File: src/rtl/fetch_sequencer_pkg.sv
// Shared types and constants for the instruction-fetch sequencer.
//   ADDR_W : PC / instruction-memory address width
//   BR_W   : branch target width (zero-extended to ADDR_W)
//   STEP   : PC increment per fetched instruction
//   PC_MAX : last fetchable address; the PC saturates here
//   state_e: sequencer FSM states
package fetch_pkg;
  localparam int ADDR_W = 32;
  localparam int BR_W   = 16;
  localparam int STEP   = 4;
  localparam logic [ADDR_W-1:0] PC_MAX = 32'hFFFF_FFFC;

  typedef enum logic [2:0] {
    IDLE  = 3'd0,
    REQ   = 3'd1,
    DRAIN = 3'd2,
    FLUSH = 3'd3,
    HALT  = 3'd4
  } state_e;

  // Zero-extend a branch target to a full PC.
  function automatic logic [ADDR_W-1:0] br_ext(input logic [BR_W-1:0] t);
    return {{(ADDR_W-BR_W){1'b0}}, t};
  endfunction
endpackage

File: src/rtl/fetch_sequencer_if.sv
// Fetch sequencer bus bundle: branch redirect, decode handshake and
// instruction-memory request/ack.
//   master : environment side (drives branch/stall/memory response)
//   slave  : sequencer side (drives memory request and decode slot)
interface fetch_sequencer_if;
  import fetch_pkg::*;
  logic              branch_en;
  logic [BR_W-1:0]   branch_target;
  logic              stall;
  logic              imem_req;
  logic [ADDR_W-1:0] imem_addr;
  logic              imem_ack;
  logic [31:0]       imem_rdata;
  logic              if_valid;
  logic [31:0]       if_instr;
  logic [ADDR_W-1:0] if_pc;
  logic              halted;

  modport master (
    output branch_en, branch_target, stall, imem_ack, imem_rdata,
    input  imem_req, imem_addr, if_valid, if_instr, if_pc, halted
  );
  modport slave (
    input  branch_en, branch_target, stall, imem_ack, imem_rdata,
    output imem_req, imem_addr, if_valid, if_instr, if_pc, halted
  );
endinterface

File: src/rtl/fetch_sequencer_pc_reg.sv
// Program counter register.
//   clk, reset  : clock, synchronous active-high reset (pc -> 0)
//   pre_i       : preload with pre_val_i (highest priority after reset)
//   load_i      : branch load with load_val_i
//   inc_i       : advance by STEP, saturating at PC_MAX
//   pc_o        : current PC
//   at_max_o    : PC has reached PC_MAX
module pc_reg
  import fetch_pkg::*;
(
  input  logic              clk,
  input  logic              reset,
  input  logic              pre_i,
  input  logic [ADDR_W-1:0] pre_val_i,
  input  logic              load_i,
  input  logic [ADDR_W-1:0] load_val_i,
  input  logic              inc_i,
  output logic [ADDR_W-1:0] pc_o,
  output logic              at_max_o
);
  logic [ADDR_W-1:0] pc_q;

  always_ff @(posedge clk) begin
    if (reset)                     pc_q <= '0;
    else if (pre_i)                pc_q <= pre_val_i;
    else if (load_i)               pc_q <= load_val_i;
    else if (inc_i && !at_max_o)   pc_q <= pc_q + ADDR_W'(STEP);
  end

  assign pc_o     = pc_q;
  assign at_max_o = (pc_q >= PC_MAX);
endmodule

File: src/rtl/fetch_sequencer.sv
// Instruction-fetch sequencer: owns the PC, runs the imem request/ack
// handshake, applies branch redirects (discarding wrong-path returns) and
// holds one fetched instruction for decode behind a valid/stall handshake.
//   clk, reset : clock, synchronous active-high reset
//   bus        : fetch_sequencer_if.slave (branch, decode slot, imem)
module fetch_sequencer
  import fetch_pkg::*;
(
  input  logic        clk,
  input  logic        reset,
  fetch_sequencer_if.slave bus
);
  state_e            state_q, state_d;
  logic              req_q, req_d;
  logic [ADDR_W-1:0] addr_q, addr_d;
  logic              vld_q, vld_d;
  logic [31:0]       instr_q, instr_d;
  logic [ADDR_W-1:0] ipc_q, ipc_d;
  logic              halt_q, halt_d;
  logic [ADDR_W-1:0] tgt_q, tgt_d;

  logic              pc_load, pc_inc, at_max;
  logic [ADDR_W-1:0] pc, br_tgt;
  // Preload path is tied off in the design; it exists so the PC can be
  // seeded externally (e.g. to exercise saturation at PC_MAX).
  logic              pc_pre;
  logic [ADDR_W-1:0] pc_pre_val;
  assign pc_pre     = 1'b0;
  assign pc_pre_val = '0;

  assign br_tgt = br_ext(bus.branch_target);

  pc_reg u_pc (
    .clk        (clk),
    .reset      (reset),
    .pre_i      (pc_pre),
    .pre_val_i  (pc_pre_val),
    .load_i     (pc_load),
    .load_val_i (br_tgt),
    .inc_i      (pc_inc),
    .pc_o       (pc),
    .at_max_o   (at_max)
  );

  always_comb begin
    state_d = state_q;
    req_d   = req_q;
    addr_d  = addr_q;
    vld_d   = vld_q;
    instr_d = instr_q;
    ipc_d   = ipc_q;
    halt_d  = halt_q;
    tgt_d   = tgt_q;
    pc_load = 1'b0;
    pc_inc  = 1'b0;

    // Slot drains in any state; a branch always kills it (branch wins).
    if (vld_q && !bus.stall) vld_d = 1'b0;
    if (bus.branch_en) begin
      vld_d   = 1'b0;
      pc_load = 1'b1;
    end

    unique case (state_q)
      IDLE, DRAIN, HALT: begin
        if (bus.branch_en) begin
          halt_d  = 1'b0;
          req_d   = 1'b1;
          addr_d  = br_tgt;
          state_d = REQ;
        end else if (state_q == IDLE || (state_q == DRAIN && vld_q && !bus.stall)) begin
          req_d   = 1'b1;
          addr_d  = pc;
          state_d = REQ;
        end
      end
      REQ: begin
        if (bus.imem_ack) begin
          if (bus.branch_en) begin
            // Returned word is wrong-path; request stays up at the target.
            addr_d = br_tgt;
          end else begin
            instr_d = bus.imem_rdata;
            ipc_d   = pc;
            vld_d   = 1'b1;
            req_d   = 1'b0;
            if (at_max) begin
              halt_d  = 1'b1;
              state_d = HALT;
            end else begin
              pc_inc  = 1'b1;
              state_d = DRAIN;
            end
          end
        end else if (bus.branch_en) begin
          // Request cannot be retracted: remember target, wait for ack.
          tgt_d   = br_tgt;
          state_d = FLUSH;
        end
      end
      FLUSH: begin
        if (bus.branch_en) tgt_d = br_tgt;
        if (bus.imem_ack) begin
          addr_d  = bus.branch_en ? br_tgt : tgt_q;
          state_d = REQ;
        end
      end
      default: state_d = IDLE;
    endcase
  end

  always_ff @(posedge clk) begin
    if (reset) begin
      state_q <= IDLE;
      req_q   <= 1'b0;
      addr_q  <= '0;
      vld_q   <= 1'b0;
      instr_q <= '0;
      ipc_q   <= '0;
      halt_q  <= 1'b0;
      tgt_q   <= '0;
    end else begin
      state_q <= state_d;
      req_q   <= req_d;
      addr_q  <= addr_d;
      vld_q   <= vld_d;
      instr_q <= instr_d;
      ipc_q   <= ipc_d;
      halt_q  <= halt_d;
      tgt_q   <= tgt_d;
    end
  end

  assign bus.imem_req  = req_q;
  assign bus.imem_addr = addr_q;
  assign bus.if_valid  = vld_q;
  assign bus.if_instr  = instr_q;
  assign bus.if_pc     = ipc_q;
  assign bus.halted    = halt_q;
endmodule

File: src/flat_wrapper.sv
// flat-port wrapper written by rule: the top's interface ports become plain ports
module fetch_sequencer_flat import fetch_pkg::*;
  (clk, reset, bus_branch_en, bus_branch_target, bus_stall, bus_imem_ack, bus_imem_rdata, bus_imem_req, bus_imem_addr, bus_if_valid, bus_if_instr, bus_if_pc, bus_halted);
  fetch_sequencer_if bus_i ();
  input  logic clk;
  input  logic reset;
  input wire logic [$bits(bus_i.branch_en)-1:0] bus_branch_en;
  input wire logic [$bits(bus_i.branch_target)-1:0] bus_branch_target;
  input wire logic [$bits(bus_i.stall)-1:0] bus_stall;
  input wire logic [$bits(bus_i.imem_ack)-1:0] bus_imem_ack;
  input wire logic [$bits(bus_i.imem_rdata)-1:0] bus_imem_rdata;
  output wire logic [$bits(bus_i.imem_req)-1:0] bus_imem_req;
  output wire logic [$bits(bus_i.imem_addr)-1:0] bus_imem_addr;
  output wire logic [$bits(bus_i.if_valid)-1:0] bus_if_valid;
  output wire logic [$bits(bus_i.if_instr)-1:0] bus_if_instr;
  output wire logic [$bits(bus_i.if_pc)-1:0] bus_if_pc;
  output wire logic [$bits(bus_i.halted)-1:0] bus_halted;
  assign bus_i.branch_en = bus_branch_en;
  assign bus_i.branch_target = bus_branch_target;
  assign bus_i.stall = bus_stall;
  assign bus_i.imem_ack = bus_imem_ack;
  assign bus_i.imem_rdata = bus_imem_rdata;
  assign bus_imem_req = bus_i.imem_req;
  assign bus_imem_addr = bus_i.imem_addr;
  assign bus_if_valid = bus_i.if_valid;
  assign bus_if_instr = bus_i.if_instr;
  assign bus_if_pc = bus_i.if_pc;
  assign bus_halted = bus_i.halted;
  fetch_sequencer u_core (.clk(clk), .reset(reset), .bus(bus_i));
endmodule
File: config.mk
export PLATFORM = sky130hd
export DESIGN_NAME = fetch_sequencer_flat
export DESIGN_NICKNAME = d
export VERILOG_FILES = /design/src/rtl/fetch_sequencer_pkg.sv /design/src/rtl/fetch_sequencer_if.sv /design/src/rtl/fetch_sequencer_pc_reg.sv /design/src/rtl/fetch_sequencer.sv /design/src/flat_wrapper.sv
export SDC_FILE = /design/constraint.sdc
export NUM_CORES = 1
export LEC_CHECK = 0
export ABC_AREA = 1
export BUFFER_PORTS_ARGS = -buffer_cell sky130_fd_sc_hd__buf_2
export CAP_MARGIN = 15
export CORE_UTILIZATION = 25
export CTS_CLUSTER_SIZE = 12
export DETAILED_ROUTE_END_ITERATION = 12
export PLACE_DENSITY = 0.51
export SKIP_LAST_GASP = 1
export SLEW_MARGIN = 15
export SYNTH_ARGS = -nofsm -noshare
export SYNTH_HDL_FRONTEND = slang
export SYNTH_SLANG_ARGS = --single-unit
export TNS_END_PERCENT = 100
File: constraint.sdc
create_clock -name clk -period 5.7 [get_ports clk]
set_clock_uncertainty 0.15 [all_clocks]
set_input_delay 0.57 -clock clk [delete_from_list [all_inputs] [get_ports clk]]
set_output_delay 0.57 -clock clk [all_outputs]
set_load 0.02 [all_outputs]
# After elaboration in Yosys (flattened, before gate mapping)
# Cells that the tools add are included.
[totals]
out_inout_bits = 99
word_cells = 86
in_bits = 53
register_bits = 166
[op_classes]
muxes = 39
n_reduce_logical = 20
n_addsub = 1
bitwise = 1
n_lt_le_gt_ge = 1
n_eq_ne = 14
[op_table]
columns = ["op", "count"]
rows = [
  ["two-way mux 32 bit", 7],
  ["case mux 32 bit (3 select lines)", 1],
  ["case mux 32 bit (2 select lines)", 1],
  ["adder 32 x 3 -> 32 bit (second input constant)", 1],
  [">= comparator 32 bit (second input constant)", 1],
  ["two-way mux 16 bit", 2],
  ["two-way mux 3 bit", 7],
  ["two-way mux 1 bit", 18],
  ["inequality test 2 bit (second input constant)", 7],
  ["AND reduction 5 bit", 2],
  ["case mux 3 bit (3 select lines)", 1],
  ["AND reduction 4 bit", 2],
  ["equality test 3 x 2 -> 1 bit (second input constant)", 2],
  ["inequality test 3 bit (second input constant)", 2],
  ["nonzero test 2 bit", 3],
  ["logical AND 1 bit", 4],
  ["case mux 1 bit (2 select lines)", 2],
  ["equality test 3 x 1 -> 1 bit (second input constant)", 1],
  ["equality test 3 bit (second input constant)", 1],
  ["logical NOT 3 bit", 1],
  ["inequality test 3 x 2 -> 1 bit (second input constant)", 1],
  ["AND reduction 3 bit", 1],
  ["nonzero test 3 bit", 1],
  ["OR reduction 3 bit", 1],
  ["5 further kinds", 6],
]

# Logic depth before layout (Yosys ltp)
[logic_depth]
depth_word = 8
ltp_mapped = 12

# Cells and area by module
# A second synthesis with hierarchy kept.
[unflattened]
cells_unflattened = 1354
hier_area_um2 = 8524.4
[modules_own_cells]
columns = ["mod", "n_inst", "area_per_inst_um2", "seq_area_each_um2", "cells_each"]
rows = [
  ["fetch_sequencer", 1, 5831.8, 2682.6, 867],
  ["pc_reg", 1, 2692.6, 640.6, 487],
]

# Worst setup path after synthesis
# Ideal clock, no wire load.
[synth_path]
path_kind = "input port to flip-flop"
from = "input port bus_branch_en"
to = "register u_core.instr_q[10] (netlist: u_core.bus.if_instr[10])"
required_time_ns = 5.434
arrival_ns = 1.637
path_buffers = 3
path_stages = 9
slack_ns = 3.797
setup_time_ns = 0.116
path_cell_list = "buf_2 -> inv_1 -> nand2_1 -> nor2_8 -> inv_1 -> buf_6 -> buf_2 -> nor2_1 -> nor2_1"
[synth_via]
elab_chain_cells = 2
[synth_lines]
columns = ["element", "line_no", "source"]
rows = [
  ["start: declaration", "flat_wrapper.sv:7", "input wire logic [$bits(bus_i.branch_en)-1:0] bus_branch_en;"],
  ["NOT 1 bit (no line)", "-", ""],
  ["AND reduction 3 bit (no line)", "-", ""],
  ["end signal: assignment", "fetch_sequencer.sv:127", "instr_q <= instr_d;"],
  ["end: declaration", "fetch_sequencer.sv:17", "logic [31:0] instr_q, instr_d;"],
]
# Every way passes these cells.
# A chain may end at the register's enable or synchronous reset.

# Worst setup path in the final report
[layout_path]
from = "input port bus_branch_en"
to = "register u_core.u_pc.pc_q[24] (netlist: u_core.u_pc.pc_o[24])"
[layout_via]
elab_chain_cells = 4
[layout_lines]
columns = ["element", "line_no", "source"]
rows = [
  ["two-way mux 1 bit", "fetch_sequencer.sv:79", "if (bus.branch_en) begin"],
  ["two-way mux 1 bit", "fetch_sequencer.sv:78", "if (bus.imem_ack) begin"],
  ["two-way mux 1 bit", "fetch_sequencer.sv:64", "unique case (state_q)"],
  ["logical AND 1 bit", "fetch_sequencer_pc_reg.sv:27", "else if (inc_i && !at_max_o) pc_q <= pc_q + ADDR_W'(STEP);"],
  ["end signal: assignment", "fetch_sequencer_pc_reg.sv:25", "else if (pre_i) pc_q <= pre_val_i;"],
  ["end signal: assignment", "fetch_sequencer_pc_reg.sv:26", "else if (load_i) pc_q <= load_val_i;"],
  ["end signal: assignment", "fetch_sequencer_pc_reg.sv:27", ""],
  ["end: declaration", "fetch_sequencer_pc_reg.sv:21", "logic [ADDR_W-1:0] pc_q;"],
]
# Parallel ways exist; a longest one is shown, timed or not.

==> metrics <==
status finished, final reports clean; Layout Cells excl Fill 1655; initial core utilization 25.6%; row count 63; Achievable Freq 331 MHz; RSZ-0062 raised after global routing false; initial antenna violation count 1; Hold Path Sink u_core.bus.if_instr[3]$_SDFFE_PP0P_; antenna cells 0; Synth Register Bits 166; Top Metal Used met5; total track usage 15.3%; WP data required 5.88 ns; Crit Path Class input port to flop; fraction of layout cells with a size suffix above 1 17.1%; Avg Cell Area, Syn 6.75 um2; Mapped Area 7670 um2; post-synth top area share 43.3%; PortBufs 151; Fin. Hold Viols 0; Leak Pwr 4.10 nW; Synth Area in Adders 0.163%; mux share of post-synthesis cell area 0%; Fillers 3316; vias in the first global route 7118; first-pass GRT wire length 37600 um; Max Transition Viols Final 0; Placer Congestion 0.879; Worst slew margin 35.9%; period utilisation layout 53.0%; hold path depth 3; number of distinct library cells after synthesis 38; Placed Cells 1622; Final Power 0.00365 W; P per Cell Area 393 nW/um2; # clock sinks 166; Slew @ Worst Pin 0.959 ns; Reg2Reg Capture Point u_core.bus.imem_addr[0]$_SDFFE_PP0P_; Avg WL per Cell 14.4 um; Vias 7627; Synth Area in Simple Gates 31.1%; Yosys warnings 0; sequential share of the synthesized area 43.3%; post-route ant nets 0; CP arrival 3.20 ns; R2R Setup Slk 2.78 ns; Synth-to-Final Area Change 21.0%; DR pass1 iterations 5; largest family of logic cells by synthesized area simple AND/OR/NAND/NOR gates; met2 wire len 11000 um; Die Wd 177 um; drt initial violations 400; NumNets Final 1306; Core Footprint 30000 um2; clock root buffer master clkbuf_16; HPWL after DPL 16700 um; TritonCTS clock tree yes; Setup crit end kind flop; Final min period 3.02 ns; Clk pin slew, worst setup/hold paths 0.07 ns; Max clock buf depth 2; post-synthesis compound-gate area fraction 16.7%; Met1 Wirelength 11200 um; maximum vdd drop 0.184 mV; hold_buf cts 0; Die Footprint 31400 um2; DRC violations left 0; maximum fanout along the worst path 80; xor/xnor share of the synthesized area 0.342%; area of the multi-input gates 3710 um2; post-DR vias/cell 4.61; # setup viols final 0; CTS buffer count 17; PostCTS Resize Cnt 0; final core occ 31.0%; largest net degree at the start of global routing 81; R2R depth 10; Post-CTS Setup Bufs 0; leading post-synthesis cells by cell area dfxtp_1, nand2_1, nor2_1, o21ai_0, a21oi_1; met3 WL 1210 um; Synth Net Count 1191; Hold Crit Start bus_imem_rdata[3]; Max-cap violations 0; H-tree depth 4; register area 3320 um2; GRT Residual Overflow 0; synthesized instance count 1137; Min-Delay Path Class input port to flop; post-synth top area cell dfxtp_1; R2R Path Start u_core.state_q[2]$_SDFFE_PP0P_; kind of start point of the critical path input port; TNS Setup 0 ns; Worst-Skew Late Latency 0.44 ns; Die Ht 177 um; IO Pins 152; final wirelength 23800 um
[cells by family (layout without fill, tap and decap cells)]
| kind of cell | Yosys count | in the layout |
|---|---|---|
| AND/OR/NAND/NOR | 583 | 583 |
| AO/OA/AOI/OAI | 236 | 236 |
| flip-flops | 166 | 166 |
| buffers and inverters | 148 | 276 |
| XOR/XNOR | 3 | 3 |
| adder cells (fa/ha/maj) | 1 | 1 |
[power by group]
| part | total (W) | internal, W | switching [W] |
|---|---|---|---|
| logic | 0.000982 | 0.000297 | 0.000685 |
| registers | 0.00144 | 0.00134 | 0.0000996 |
| clock network | 0.00123 | 0.000702 | 0.000527 |
[metrics by stage]
| stage | hold slack, ns | worst slack [ns] | instance area [um2] |
|---|---|---|---|
| 6_report | 0.203 | 2.68 | 9280 |
| 5_1_grt | 0.191 | 2.40 | 9280 |
| 4_1_cts | 0.184 | 2.39 | 9270 |
| 3_5_place_dp | 0.280 | 2.20 | 8650 |
| 3_3_place_gp | 0.277 | 2.24 | 8650 |
| 2_1_floorplan | 0.269 | 3.80 | 7670 |
[how the worst max path moves through the flow]
stage,startpoint,to,slack (ns),cells past startpoint
2_1_floorplan,bus_branch_en,u_core.bus.if_instr[10]$_SDFFE_PP0P_,3.80,9
3_3_place_gp,bus_branch_en,u_core.u_pc.pc_o[24]$_SDFFE_PP0P_,2.24,9
3_5_place_dp,bus_branch_en,u_core.u_pc.pc_o[24]$_SDFFE_PP0P_,2.20,9
4_1_cts,u_core.state_q[2]$_SDFFE_PP0P_,u_core.bus.imem_addr[7]$_SDFFE_PP0P_,2.39,9
5_1_grt,bus_branch_en,u_core.u_pc.pc_o[24]$_SDFFE_PP0P_,2.40,9
6_report,bus_branch_en,u_core.u_pc.pc_o[24]$_SDFFE_PP0P_,2.68,9
[cell usage after synthesis (all sizes together)]
cell / count
o21a: 1
xor2: 3
buf: 33
ha: 1
a21boi: 3
nand3b: 1
o21bai: 1
clkbuf: 29
dfxtp: 166
o211ai: 7
a31oi: 16
o31ai: 2
o22ai: 15
nand2: 290
nand3: 42
nand4: 3
a21oi: 84
nor2: 229
o21ai: 107
nor3: 18
inv: 86
[flip-flops by register name (all words and copies together) (netlist names)]
name                  flops
u_core.bus.imem_req       1
u_core.u_pc.pc_o         32
u_core.state_q            3
u_core.bus.if_instr      32
u_core.tgt_q             32
u_core.bus.halted         1
u_core.bus.if_pc         32
u_core.bus.if_valid       1
u_core.bus.imem_addr     32
[per-layer routing]
| layer | vias up | track usage, % |
|---|---|---|
| li1 | 3884 | - |
| met1 | 3541 | 20.1 |
| met2 | 182 | 24.6 |
| met3 | 18 | 3.44 |
| met4 | 2 | 4.96 |
| met5 | - | 0 |
[worst max-delay path, cell delays in order]
cell and delay, ns:
buf_2 0.28, inv_1 0.11, buf_4 0.49, nand2_1 0.28
nor2_8 0.33, buf_4 0.61, nand3_1 0.20, o21ai_0 0.19
nor2_1 0.06
[area by class of cell]
| class | instances | area share, % |
|---|---|---|
| clock buffer | 17 | 4.58 |
| clock inverter | 15 | 2.05 |
| inverter | 86 | 3.51 |
| multi-input combinational | 823 | 40.0 |
| sequential | 166 | 35.8 |
| tap | 390 | 5.26 |
| timing repair buffer | 158 | 8.79 |
[cell usage in the layout, fill, tap and decap left out, types with 4 or more instances in the layout]
cell       Yosys  layout
buf_4          3       6
nor2_1       222     222
inv_6          0       6
inv_2          3       4
nor3_1        17      17
a21oi_1       80      80
nand2_1      282     282
nor2_4         5       5
a31oi_1       16      16
inv_1         82      81
o22ai_1       15      15
o211ai_1       7       7
dfxtp_1      166     166
nand3_1       41      41
o21ai_0      106     106
clkbuf_16      0      17
nand2_2        4       4
buf_2         22     151
(Power assumes the default switching activity.)
